File: src/rtl/ctrl_pkg.sv
// ctrl_pkg: state/opclass enums, LEGv8 opcode patterns and exception cause codes for multicycle_ctrl
package ctrl_pkg;
  typedef enum logic [2:0] {FETCH, DECODE, EXEC, MEM, WB, EXC} state_t;
  typedef enum logic [2:0] {C_LDUR, C_STUR, C_CBZ, C_RTYPE, C_ERET, C_MRS, C_INVALID} opclass_t;
  localparam logic [10:0] OP_LDUR = 11'b111_1100_0010;
  localparam logic [10:0] OP_STUR = 11'b111_1100_0000;
  localparam logic [10:0] OP_CBZ  = 11'b101_1010_0???;
  localparam logic [10:0] OP_ADD  = 11'b100_0101_1000;
  localparam logic [10:0] OP_SUB  = 11'b110_0101_1000;
  localparam logic [10:0] OP_AND  = 11'b100_0101_0000;
  localparam logic [10:0] OP_ORR  = 11'b101_0101_0000;
  localparam logic [10:0] OP_ERET = 11'b110_1011_0100;
  localparam logic [10:0] OP_MRS  = 11'b110_1010_1001;
  localparam logic [3:0] ES_NONE = 4'b0000;
  localparam logic [3:0] ES_IRQ  = 4'b0001;
  localparam logic [3:0] ES_INV  = 4'b0010;
  localparam logic [3:0] ES_BUS  = 4'b0100;
endpackage

File: src/rtl/multicycle_ctrl_opclass_dec.sv
// opclass_dec: combinational Op[10:0] -> opclass_t classifier (cls)
module opclass_dec
  import ctrl_pkg::*;
(
  input  logic [10:0] op,
  output opclass_t    cls
);
  always_comb begin
    cls = C_INVALID;
    casez (op)
      OP_LDUR: cls = C_LDUR;
      OP_STUR: cls = C_STUR;
      OP_CBZ: cls = C_CBZ;
      OP_ADD, OP_SUB, OP_AND, OP_ORR: cls = C_RTYPE;
      OP_ERET: cls = C_ERET;
      OP_MRS: cls = C_MRS;
      default: cls = C_INVALID;
    endcase
  end
endmodule

File: src/rtl/multicycle_ctrl.sv
// multicycle_ctrl: LEGv8 multi-cycle control FSM; in clk/reset(async low)/Op/irq/im_ready/dm_ready, out datapath controls, Exc, EStatus
module multicycle_ctrl
  import ctrl_pkg::*;
#(
  parameter int TIMEOUT = 15,
  parameter bit IRQ_EN = 1'b1
) (
  input  logic        clk,
  input  logic        reset,
  input  logic [10:0] Op,
  input  logic        irq,
  input  logic        im_ready,
  input  logic        dm_ready,
  output logic        IRWrite,
  output logic        PCWrite,
  output logic        Reg2Loc,
  output logic        MemtoReg,
  output logic        RegWrite,
  output logic        MemRead,
  output logic        MemWrite,
  output logic        Branch,
  output logic        ERet,
  output logic [1:0]  ALUSrc,
  output logic [1:0]  ALUOp,
  output logic        Exc,
  output logic [3:0]  EStatus
);
  localparam int CW = (TIMEOUT > 0) ? $clog2(TIMEOUT + 1) : 1;
  state_t state_q, state_d;
  opclass_t cls_q, cls_d, dec_cls;
  logic [CW-1:0] cnt_q, cnt_d;
  logic [3:0] es_q, es_d;
  logic ready, expired, take_irq, ldst;
  opclass_dec u_dec (.op(Op), .cls(dec_cls));
  assign ready = (state_q == FETCH) ? im_ready : dm_ready;
  assign expired = (TIMEOUT != 0) && (cnt_q == CW'(TIMEOUT)) && !ready;
  assign take_irq = irq && IRQ_EN;
  assign ldst = (cls_q == C_LDUR) || (cls_q == C_STUR);
  always_comb begin
    state_d = state_q;
    cls_d = cls_q;
    es_d = es_q;
    cnt_d = ready ? cnt_q : cnt_q + 1'b1;
    case (state_q)
      FETCH: begin
        state_d = im_ready ? DECODE : expired ? EXC : FETCH;
        es_d = (!im_ready && expired) ? ES_BUS : es_q;
      end
      DECODE: begin
        cls_d = dec_cls;
        state_d = (dec_cls == C_INVALID || take_irq) ? EXC : EXEC;
        es_d = (dec_cls == C_INVALID) ? ES_INV : take_irq ? ES_IRQ : es_q;
      end
      EXEC: begin
        state_d = ldst ? MEM : (cls_q == C_RTYPE || cls_q == C_MRS) ? WB : FETCH;
        es_d = (cls_q == C_ERET) ? ES_NONE : es_q;
      end
      MEM: begin
        state_d = dm_ready ? ((cls_q == C_LDUR) ? WB : FETCH) : expired ? EXC : MEM;
        es_d = (!dm_ready && expired) ? ES_BUS : es_q;
      end
      default: state_d = FETCH;
    endcase
    if (state_d != state_q && (state_d == FETCH || state_d == MEM)) cnt_d = '0;
  end
  always_ff @(posedge clk or negedge reset) begin
    if (!reset) begin
      state_q <= FETCH;
      cls_q <= C_INVALID;
      cnt_q <= '0;
      es_q <= ES_NONE;
    end else begin
      state_q <= state_d;
      cls_q <= cls_d;
      cnt_q <= cnt_d;
      es_q <= es_d;
    end
  end
  assign IRWrite = reset && (state_q == FETCH) && im_ready;
  assign PCWrite = IRWrite;
  assign Reg2Loc = (state_q == EXEC && (cls_q == C_MRS || cls_q == C_CBZ)) || (state_q == MEM && cls_q == C_STUR);
  assign MemtoReg = (state_q == WB) && (cls_q == C_LDUR);
  assign RegWrite = (state_q == WB);
  assign MemRead = (state_q == MEM) && (cls_q == C_LDUR);
  assign MemWrite = (state_q == MEM) && (cls_q == C_STUR);
  assign Branch = (state_q == EXEC) && (cls_q == C_CBZ || cls_q == C_ERET);
  assign ERet = (state_q == EXEC) && (cls_q == C_ERET);
  assign ALUSrc = (state_q != EXEC) ? 2'b00 : ldst ? 2'b01 : (cls_q == C_MRS) ? 2'b10 : 2'b00;
  assign ALUOp = (state_q != EXEC) ? 2'b00 : (cls_q == C_RTYPE) ? 2'b10 :
                 (cls_q == C_MRS || cls_q == C_CBZ || cls_q == C_ERET) ? 2'b01 : 2'b00;
  assign Exc = (state_q == EXC);
  assign EStatus = es_q;
endmodule

File: config.mk
export PLATFORM = sky130hd
export DESIGN_NAME = multicycle_ctrl
export DESIGN_NICKNAME = d
export VERILOG_FILES = /design/src/rtl/ctrl_pkg.sv /design/src/rtl/multicycle_ctrl_opclass_dec.sv /design/src/rtl/multicycle_ctrl.sv
export SDC_FILE = /design/constraint.sdc
export NUM_CORES = 1
export LEC_CHECK = 0
export CAP_MARGIN = 10
export CORE_MARGIN = 2
export CORE_UTILIZATION = 47
export CTS_BUF_LIST = sky130_fd_sc_hd__clkbuf_8 sky130_fd_sc_hd__clkbuf_16
export DETAILED_ROUTE_END_ITERATION = 6
export GPL_ROUTABILITY_DRIVEN = 0
export HOLD_SLACK_MARGIN = 0.08
export PLACE_DENSITY = 0.9
export SYNTH_ARGS = -nofsm -noshare
export SYNTH_HDL_FRONTEND = slang
export SYNTH_HIERARCHICAL = 1
export SYNTH_SLANG_ARGS = --single-unit
File: constraint.sdc
create_clock -name clk -period 2.2 [get_ports clk]
set_clock_uncertainty 0.05 [all_clocks]
set_input_delay 0.22 -clock clk [delete_from_list [all_inputs] [get_ports clk]]
set_output_delay 0.22 -clock clk [all_outputs]
set_load 0.05 [all_outputs]
### Yosys cells after proc, flatten, opt, wreduce, memory -nomap -nowiden

Cells that the tools add are included.

* output and inout bits: 18
* register bits: 14

* equality and inequality tests: 29
* add/subtract/negate cells: 1
* reduce and logical (&&, ||, !) cells: 29
* muxes and demuxes: 25

Operators by type and width (count)
* equality test 11 bit (second input constant): 8
* 2-to-1 mux 4 bit: 7
* 2-to-1 mux 3 bit: 8
* one-hot mux 3 bit (6 select lines): 1
* one-hot mux 4 bit (4 select lines): 1
* equality test 3 x 2 -> 1 bit (second input constant): 5
* equality test 3 bit (second input constant): 5
* logical AND 1 bit: 12
* one-hot mux 3 bit (4 select lines): 1
* 2-to-1 mux 2 bit: 5
* zero test 3 bit: 3
* equality test 8 bit (second input constant): 1
* logical OR 1 bit: 8
* equality test 3 x 1 -> 1 bit (second input constant): 2
* AND reduction 5 bit: 1
* adder 4 x 1 -> 4 bit (second input constant): 1
* equality test 4 bit (second input constant): 1
* != test 2 x 1 -> 1 bit (second input constant): 2
* != test 2 bit (second input constant): 2
* nonzero test 4 bit: 1
* OR reduction 4 bit: 1
* zero test 1 bit: 3
* != test 3 x 2 -> 1 bit (second input constant): 1
* != test 3 bit: 1
* 2 further kinds: 3

### Logic depth before layout (Yosys ltp)

* depth in word-level cells: 11
* gate-level depth with buffers: 8
* mapped depth without buffers: 8

### By module

Netlist, hierarchy kept.

By module, submodules not included
* multicycle_ctrl: times used 1, area an instance 988.4 um2, seq. area each 327.8 um2, cells each 100
* opclass_dec: times used 1, area an instance 170.2 um2, seq. area each 0.0 um2, cells each 24

### Least setup slack after synthesis

Ideal clock, no wire load.

* path kind: register to output
* start point: register state_q[0]
* end point: output MemtoReg
* cell stages (with the launch flop): 4
* buffers on the path: 1
* path slack: -0.438 ns
* required time: 1.930 ns
* arrival time: 2.368 ns
* cells stage by stage: dfrtp_1 -> buf_4 -> nor3b_1 -> and2_1

* longest elaborated chain between the ends: 2

Ends and longest elaborated chain
* from (decl): RTL line multicycle_ctrl.sv:29 `state_t state_q, state_d;`
* from (signal assigned): RTL line multicycle_ctrl.sv:73 `state_q <= state_d;`
* equality test 3 bit
* net RegWrite: RTL line multicycle_ctrl.sv:18 `output logic RegWrite,`
* logical AND 1 bit: RTL line multicycle_ctrl.sv:82 `assign MemtoReg = (state_q == WB) && (cls_q == C_LDUR);`
* to (decl): RTL line multicycle_ctrl.sv:17 `output logic MemtoReg,`

The timed path passes the listed nets, and every way through them passes these cells.

### Final worst setup path

* start point: input Op[9]
* end point: register cnt_q[3]

* longest elaborated chain between the ends: 11

Ends and longest elaborated chain
* from (decl): RTL line multicycle_ctrl.sv:10 `input logic [10:0] Op,`
* equality test 11 bit: RTL line multicycle_ctrl_opclass_dec.sv:10 `casez (op)`
* OR reduction 4 bit: RTL line multicycle_ctrl_opclass_dec.sv:10
* one-hot mux 3 bit (6 select lines) *: RTL line multicycle_ctrl_opclass_dec.sv:10
* net dec_cls[0]: RTL line multicycle_ctrl.sv:30 `opclass_t cls_q, cls_d, dec_cls;`
* equality test 3 bit *: RTL line multicycle_ctrl.sv:51 `state_d = (dec_cls == C_INVALID || take_irq) ? EXC : EXEC;`
* logical OR 1 bit *: RTL line multicycle_ctrl.sv:51
* 2-to-1 mux 3 bit *: RTL line multicycle_ctrl.sv:51
* one-hot mux 3 bit (4 select lines) *: RTL line multicycle_ctrl.sv:44 `case (state_q)`
* equality test 3 x 2 -> 1 bit / zero test 3 bit (equally long branches): RTL line multicycle_ctrl.sv:64 `if (state_d != state_q && (state_d == FETCH || state_d == MEM)) cnt_d = '0;`
* logical OR 1 bit: RTL line multicycle_ctrl.sv:64
* logical AND 1 bit *: RTL line multicycle_ctrl.sv:64
* != test 2 x 1 -> 1 bit (no line) / 2-to-1 mux 4 bit (equally long branches)
* to (signal assigned): RTL line multicycle_ctrl.sv:75 `cnt_q <= cnt_d;`
* to (decl): RTL line multicycle_ctrl.sv:31 `logic [CW-1:0] cnt_q, cnt_d;`

The timed path passes the listed nets; every way through them passes the cells marked *.
A chain may end at the register's enable or synchronous reset.

==> results.toml <==
[outcome]
status = "complete, no violations"

[clock_tree]
cts_buffers = 3
clk_pin_slew_worst_paths_ns = 0.06
clk_path_buf_depth = 2
h-tree-depth = 1
cts.sinks = 13
clkLatencyLatePin_ns = 0.24
cts_tree = "done"
root_buffer = "clkbuf_8"

[logic_synthesis]
ys.warnings.count = 6
synth_fp_nets = 141
synthArstFlopShare_pct = 100
syn_area_mm2 = 0.00116
yosysUniqueCellTypes = 49
synth_top_area_share_pct = 23.8
yosys.area.top_type = "dfrtp_1"
syn_inst = 124
avgSynthCellArea_um2 = 9.34
ys_seq_area_share_pct = 28.3
synth-edff-count = 0
synth_flop_cell = "dfrtp_1"
synth_area_leaders = "dfrtp_1 (24%), dfstp_2 (4.5%), nor4b_4 (4.1%), xnor2_1 (3.8%), nor2_1 (3.6%)"
ys_ff_latch = 13

[power_and_ir_drop]
power.density_mw_per_mm2 = 775
cellLeakagePower_nw = 0.793
power_mw = 1.39
max-vdd-ir-drop_mv = 0.882

[worst_setup_path]
r2r_end = "cnt_q[3]$_DFFE_PN0P_"
cp-startpoint = "Op[9]"
worstPathArrival_ns = 2.24
startpoint_type = "primary input"
crit_path_max_fanout = 4
r2r_start = "state_q[0]$_DFF_PN0_"
end_kind = "flop"
required_ns = 2.26
ff2ff_path_depth = 4
rrSetupSlack_ns = 0.27
setup.worst_path.class = "primary input to flop"

[timing]
hold_viol = 0
period_share_pct = 98.9
max_slew_margin_pct = 63.6
tns_ns = 0
tightest_slew_ns = 0.545
finalSetupViolations = 0
fmax_ghz = 0.460
fin_crit_ns = 2.18
final_max_slew_viol_count = 0

[route]
highest_layer = "met4"
drt-met1-wl_um = 1470
route.met2.wl_um = 1630
drt-total-wl_um = 3440
drtPass1Iterations = 4
drtIter0Drc = 34
drc_errors = 0
wl_per_cell_um = 17.4
num_vias = 1175
wl_met3_um = 237
drtAntennaViolNets = 0
viasPerCell = 5.96

[global_route]
grt_pass1_vias = 1125
antenna_found_initial = 0
grt_pass1_wl_um = 5250
overflow = 0
grt_max_degree = 15
track_usage_pct = 25.4

[layout]
final_net_count = 187
syn2layout_area_growth_pct = 55.4
final_common_cell = "buf_4"
drive_gt1_share_pct = 41.4
final_cell_mix = "buf_4 (21), nor2_1 (11), dfrtp_1 (10), buf_12 (10)"
antenna-diode-count = 0

[placement]
place_hpwl_um = 2280
io_buffer_count = 32

[floorplan]
io_pins = 34
die_y_um = 53.7
die_x_um = 53.7
dieArea_mm2 = 0.00288
row_count = 17
initial_core_util_pct = 50.9
placeableCoreArea_mm2 = 0.00228

[job]
maxCapViolCount = 0

[min_path]
hold_class = "primary input to asynchronous set/reset pin"
==> worst max path at each step <==
stage / to / slack (ns) / cells after the start
finish: cnt_q[3]$_DFFE_PN0P_ / 0.02 / 8
global route: cnt_q[3]$_DFFE_PN0P_ / -0.03 / 8
CTS: EStatus[0]$_DFFE_PN0P_ / 0.009 / 8
detailed placement: EStatus[0]$_DFFE_PN0P_ / -0.38 / 8
global placement: EStatus[0]$_DFFE_PN0P_ / -0.29 / 8
floorplan: Branch / -0.02 / 4
==> per-stage QoR <==
stage / cell area [um^2] / cells / hold WS [ns] / util [%] / setup slack [ns]
3_3_place_gp: 1610 / 184 / 0.434 / 70.8 / -0.291
3_5_place_dp: 1610 / 184 / 0.453 / 70.8 / -0.383
2_1_floorplan: 1170 / 124 / -0.126 / - / -0.0169
6_report: 1800 / 197 / 0.271 / 79.1 / 0.0248
4_1_cts: 1690 / 191 / 0.273 / 74.3 / 0.00928
5_1_grt: 1800 / 197 / 0.287 / 79.1 / -0.0276
==> layout make-up <==
type,count,area [um^2]
sequential,13,329
multi-input combinational,95,820
tap,28,35.0
timing repair buffer,49,541
inverter,8,30.0
clock inverter,1,5.00
fill,132,475
clock buffer,3,41.3
==> Yosys cell counts, types with 4 or more instances <==
master,instances
nor2_1,11
inv_1,6
and2_1,4
xnor2_1,5
nand2b_1,5
nor3b_1,5
a21oi_1,5
dfrtp_1,11
nor3_1,5
==> flip-flops by register name, indices dropped and copies added (netlist names) <==
name     flops
cls_q        3
state_q      3
cnt_q        4
EStatus      3
==> report_power, final <==
part           switching [mW]  total, mW  internal (mW)
registers               0.119      0.427          0.307
clock network          0.0920      0.217          0.125
logic                   0.403      0.751          0.348
==> what timing repair did <==
item | CTS | global route
setup endpoints to repair | 6 | 11
hold buffers | 0 | 0
pin swaps | 3 | 14
hold endpoints to repair | 0 | 0
buffers inserted | 3 | 6
resized for setup | 8 | 25
cloned | 0 | 0
==> routing by layer <==
layer | GRT usage (%) | vias up
met3 | 3.89 | 12
met1 | 34.0 | 556
met2 | 40.1 | 68
li1 | - | 539
met4 | 12.0 | 0
met5 | 0 | -
==> critical path, stage by stage <==
cell and delay (ns):
clkdlybuf4s15_1 0.22, mux2_4 0.30, nor4b_4 0.32, a41o_1 0.17, and3b_2 0.24, o21a_4 0.24, a2111oi_4 0.42, nor2_1 0.11
==> cell families after synthesis <==
group / after synthesis / share of synthesized area [%]
AOI/OAI and AO/OA: 26 / 18.9
and+or+nand+nor: 55 / 32.4
muxes: 7 / 6.91
adders and majority gates: 1 / 1.08
buffers and inverters: 16 / 8.32
DFF: 13 / 28.3
other: 1 / 0.324
xor gates and xnor gates: 5 / 3.78
Power figures use the tool's default switching activity.
